[src/rtl/instr_fetch_unit.sv]
// Instruction fetch/issue: owns the PC, fetches one word, holds it for the control unit, then resolves next PC.
// Minimum 2 cycles per instruction; ihit delay and dstall each add a cycle; cuHALT is terminal until reset.
module instr_fetch_unit #(
   parameter logic [31:0] PC_INIT = 32'h0000_0000
) (
   input  logic        CLK,
   input  logic        nRST,
   input  logic        ihit,
   input  logic [31:0] iload,
   input  logic        dstall,
   input  logic        cuHALT,
   input  logic        brnch_eq,
   input  logic        brnch_ne,
   input  logic        jmp,
   input  logic        JR,
   input  logic        zero,
   input  logic [31:0] rdat1,
   output logic        iREN,
   output logic [31:0] iaddr,
   output logic [31:0] instr,
   output logic        instr_valid,
   output logic [31:0] pc_plus4,
   output logic        halt
);

   typedef enum logic [1:0] {
      FETCH  = 2'd0,
      EXEC   = 2'd1,
      HALTED = 2'd2
   } state_t;

   state_t      state_q, state_d;
   logic [31:0] pc_q, pc_d;
   logic [31:0] instr_q, instr_d;
   logic        instr_valid_q, instr_valid_d;
   logic        halt_q, halt_d;

   logic [31:0] jr_tgt, jmp_tgt, br_off, next_pc;
   logic        br_taken;

   assign pc_plus4 = pc_q + 32'd4;
   // Mask rather than slice so the whole register operand feeds the target.
   assign jr_tgt   = rdat1 & ~32'd3;
   assign jmp_tgt  = {pc_plus4[31:28], instr_q[25:0], 2'b00};
   assign br_off   = {{14{instr_q[15]}}, instr_q[15:0], 2'b00};
   assign br_taken = (brnch_eq & zero) | (brnch_ne & ~zero);

   always_comb begin
      next_pc = pc_plus4;
      if (JR)
         next_pc = jr_tgt;
      else if (jmp)
         next_pc = jmp_tgt;
      else if (br_taken)
         next_pc = pc_plus4 + br_off;
   end

   always_comb begin
      state_d       = state_q;
      pc_d          = pc_q;
      instr_d       = instr_q;
      instr_valid_d = instr_valid_q;
      halt_d        = halt_q;
      case (state_q)
         FETCH: begin
            if (ihit) begin
               instr_d       = iload;
               instr_valid_d = 1'b1;
               state_d       = EXEC;
            end
         end
         EXEC: begin
            // Halt wins over a pending data stall; PC stays on the halting instruction.
            if (cuHALT) begin
               halt_d        = 1'b1;
               instr_valid_d = 1'b0;
               state_d       = HALTED;
            end else if (!dstall) begin
               pc_d          = next_pc;
               instr_valid_d = 1'b0;
               state_d       = FETCH;
            end
         end
         HALTED: begin
            state_d = HALTED;
         end
         default: begin
            state_d = FETCH;
         end
      endcase
   end

   always_ff @(posedge CLK or negedge nRST) begin
      if (!nRST) begin
         state_q       <= FETCH;
         pc_q          <= {PC_INIT[31:2], 2'b00};
         instr_q       <= 32'h0;
         instr_valid_q <= 1'b0;
         halt_q        <= 1'b0;
      end else begin
         state_q       <= state_d;
         pc_q          <= pc_d;
         instr_q       <= instr_d;
         instr_valid_q <= instr_valid_d;
         halt_q        <= halt_d;
      end
   end

   assign iREN        = (state_q == FETCH);
   assign iaddr       = pc_q;
   assign instr       = instr_q;
   assign instr_valid = instr_valid_q;
   assign halt        = halt_q;

endmodule
[config.mk]
export PLATFORM = sky130hd
export DESIGN_NAME = instr_fetch_unit
export DESIGN_NICKNAME = d
export VERILOG_FILES = /design/src/rtl/instr_fetch_unit.sv
export SDC_FILE = /design/constraint.sdc
export NUM_CORES = 1
export LEC_CHECK = 0
export ABC_AREA = 1
export CAP_MARGIN = 20
export CORE_MARGIN = 2
export CORE_UTILIZATION = 50
export DETAILED_ROUTE_END_ITERATION = 6
export PLACE_DENSITY = 0.82
export SETUP_SLACK_MARGIN = 0.1
export SLEW_MARGIN = 40
export SYNTH_ARGS = -nofsm -noshare
export SYNTH_HDL_FRONTEND = slang
export SYNTH_SLANG_ARGS = --single-unit
[constraint.sdc]
create_clock -name CLK -period 3.6 [get_ports CLK]
set_input_delay 0.72 -clock CLK [delete_from_list [all_inputs] [get_ports CLK]]
set_output_delay 0.72 -clock CLK [all_outputs]
set_load 0.01 [all_outputs]
==> metrics.yaml <==
grt:
  grt_max_degree: 67
  first_global_vias: 7031
  antenna_found_initial: 0
  overflow: 0
  grt_pass1_wl_mm: 35.1
  track_usage_pct: 31.7
status:
  status: "finished clean"
routing:
  vias: 7317
  drc: 0
  antenna_left: 0
  vias_per_cell: 5.32
  drtIter0Drc: 747
  finalWirelength_mm: 21.6
  firstDrtPassIters: 6
  wl_per_cell_um: 15.7
setup_path:
  worstSetupStartpointType: "register"
  cp_top_family: "buffers and inverters"
  crit_type: "reg2out"
  cp-end-kind: "primary output"
  cp_slowest_cell: "clkdlybuf4s50_1"
  regToRegSetupSlack_ps: 300
  required_ps: 2880
  arrival_ps: 2630
  path_common_cell: "nand2_1"
  crit_buf_inv: 2
  worst-path-max-fanout: 5
  critical_path.cell_chain: "nand2_1, nor2_1, inv_1, nor2_4, nand2_1, xor2_1, clkdlybuf4s50_1"
  slowest_delay_ps: 630
floorplan:
  coreArea_mm2: 0.0126
  dieArea_mm2: 0.0138
  die_w_um: 117
  rows: 41
  start_util_pct: 51.2
  die_y_um: 117
  io_pins: 173
logic_synthesis:
  synth.area.top_cells: "dfrtp_1 (26%), nand2_1 (22%), inv_1 (8.4%)"
  synth.yosys.seq_area_share_pct: 25.7
  syn-cell-area_mm2: 0.00643
  ys_ff_latch: 66
  yosys.area.top_type: "dfrtp_1"
  synth_edf_count: 0
  ys.flop_type: "dfrtp_1"
  synthArstFlopShare_pct: 100
  syn_avg_cell_area_um2: 6.23
  yosys.area.top_type_share_pct: 25.7
  synth.distinct_cells: 45
  netlist_instances: 1032
  yosysWarnings: 0
placement:
  io_buffers: 166
  hpwl_mm: 16.5
  place_congestion: 0.966
finish:
  layout_common_cells: "nand2_1 (377), clkdlybuf4s50_1 (165), inv_1 (144)"
  nNetsFinal: 1311
  multi_input_area_mm2: 0.00413
  drive_above_1_share_pct: 7.73
  area_delta_synth_final_pct: 33.6
  final_common_cell: "nand2_1"
  seqCellArea_mm2: 0.00165
  diodes: 0
  n_fill_cell: 1089
  fin_util_pct: 68.4
cts:
  numClockSinks: 66
  cts_max_path_buffers: 2
  postCtsSetupRepairBufs: 0
  clk_pin_slew_ps: 60
  htree_levels: 3
  cts-root-buf: "clkbuf_16"
  cts_buffers: 9
  clkLatencyLatePin_ps: 350
  cts_tree: "done"
power_and_ir_drop:
  p_leak_nw: 4.35
  power.density_mw_per_mm2: 998
  irDropWorstVdd_mv: 0.548
timing:
  worst_slew_pin_slew_ps: 701
  setup_tns_ps: 0
  hold_viol: 0
  fin_hold_ws_ps: 470
  maxSlewViolCount: 0
  max_freq_mhz: 298
  grt_setup_unrepaired: "yes"
  max_slew_margin_pct: 53.2
  fin_worst_skew_ps: 9.80
  fin_crit_sh_pct: 93.1
  setup_viol: 0
  period_minus_slack_ps: 3350
run:
  cap_viol_max_count: 0
worst_hold_path:
  holdCritPathClass: "in2async"
[cell usage after synthesis (2+ instances only)]
library cell  instances
o21ai_1               5
nand2_1             377
nand2_2               9
buf_2                 8
inv_1               144
a21oi_1              47
o211ai_1              8
nor3_1               10
nor3_2                2
nand3b_1              6
nor2_1              116
ha_1                 36
o22ai_1               2
nand4_1               8
mux2_2               30
nor2_2                5
nand3_1              61
o21ai_2               2
o21bai_1              5
dfrtp_1              66
and2_1                3
xor2_1               16
a21o_1                2
o21ai_0              19
buf_4                 5
inv_2                 3
a22oi_1               2
clkbuf_1             12
nor2_4                3
xnor2_1               5
[state kept, by name, summed over array words and instances, names as in the netlist]
name and cells:
halt 1, iaddr 30, state_q 2, instr_valid 1, instr 32
[layer usage]
| layer | vias up | GRT usage [%] | part of all wire (%) |
|---|---|---|---|
| li1 | 3576 | - | - |
| met2 | 336 | 51.0 | 46 |
| met1 | 3344 | 41.6 | 42 |
| met3 | 61 | 7.10 | 9.1 |
| met4 | 0 | 12.4 | 3.1 |
| met5 | - | 0 | 0 |
[worst reg2reg max path, delay by kind of cell, from the launching register on]
kind	cells	cell delay, ps
xor+xnor	1	250
fa+ha+maj	1	370
buf+inv	1	120
flops	1	520
simple gates	15	1920
[what timing repair did]
action	CTS	global route
hold endpoints to repair	0	0
endpoints found under the setup margin	0	6
hold buffers	0	0
gates resized for setup	0	4
[final timing paths]
check | start | to | cells after the start
min | nRST | instr[29] | 2
min in group CLK | halt | halt | 2
min reg2reg | halt | halt | 2
max | iaddr[11] | pc_plus4[17] | 7
max reg2reg | iaddr[11] | iaddr[23] | 18
max in group asynchronous | nRST | instr[15] | 2
[stage by stage]
stage | total power [mW] | setup WS (ps) | instances | area, um^2
6_report | 8.58 | 250 | 1375 | 8590
5_1_grt | 9.33 | 38.5 | 1375 | 8590
3_3_place_gp | 7.46 | 480 | 1361 | 8290
4_1_cts | 8.47 | 327 | 1375 | 8570
2_1_floorplan | 5.29 | 807 | 1035 | 6440
3_5_place_dp | 7.56 | 440 | 1361 | 8290
[cell type report]
| class | instances | area share [%] |
|---|---|---|
| sequential | 66 | 19.2 |
| multi-input combinational | 796 | 48.1 |
| timing repair buffer | 179 | 20.5 |
| inverter | 148 | 6.48 |
| clock inverter | 2 | 0.146 |
| tap | 172 | 2.50 |
| clock buffer | 12 | 3.10 |
[kinds of logic (layout without fill, tap and decap cells)]
kind of cell | count (synthesis) | count (layout) | share of synthesized area [%]
compound gates | 96 | 96 | 8.46
xor+xnor | 22 | 22 | 3.11
fa+ha+maj | 37 | 37 | 7.32
buf+inv | 173 | 341 | 10.5
flops | 66 | 66 | 25.7
mux | 30 | 30 | 5.25
other cells | 1 | 4 | 0.0583
simple gates | 607 | 607 | 39.6
[power breakdown]
part	switching (mW)	leakage (nW)	internal, mW	total [mW]
combinational	3.47	3.42	2.61	6.08
clock	0.344	0.137	0.513	0.858
sequential	0.538	0.787	1.10	1.64
total	4.35	4.35	4.23	8.58
(Power assumes the default switching activity.)
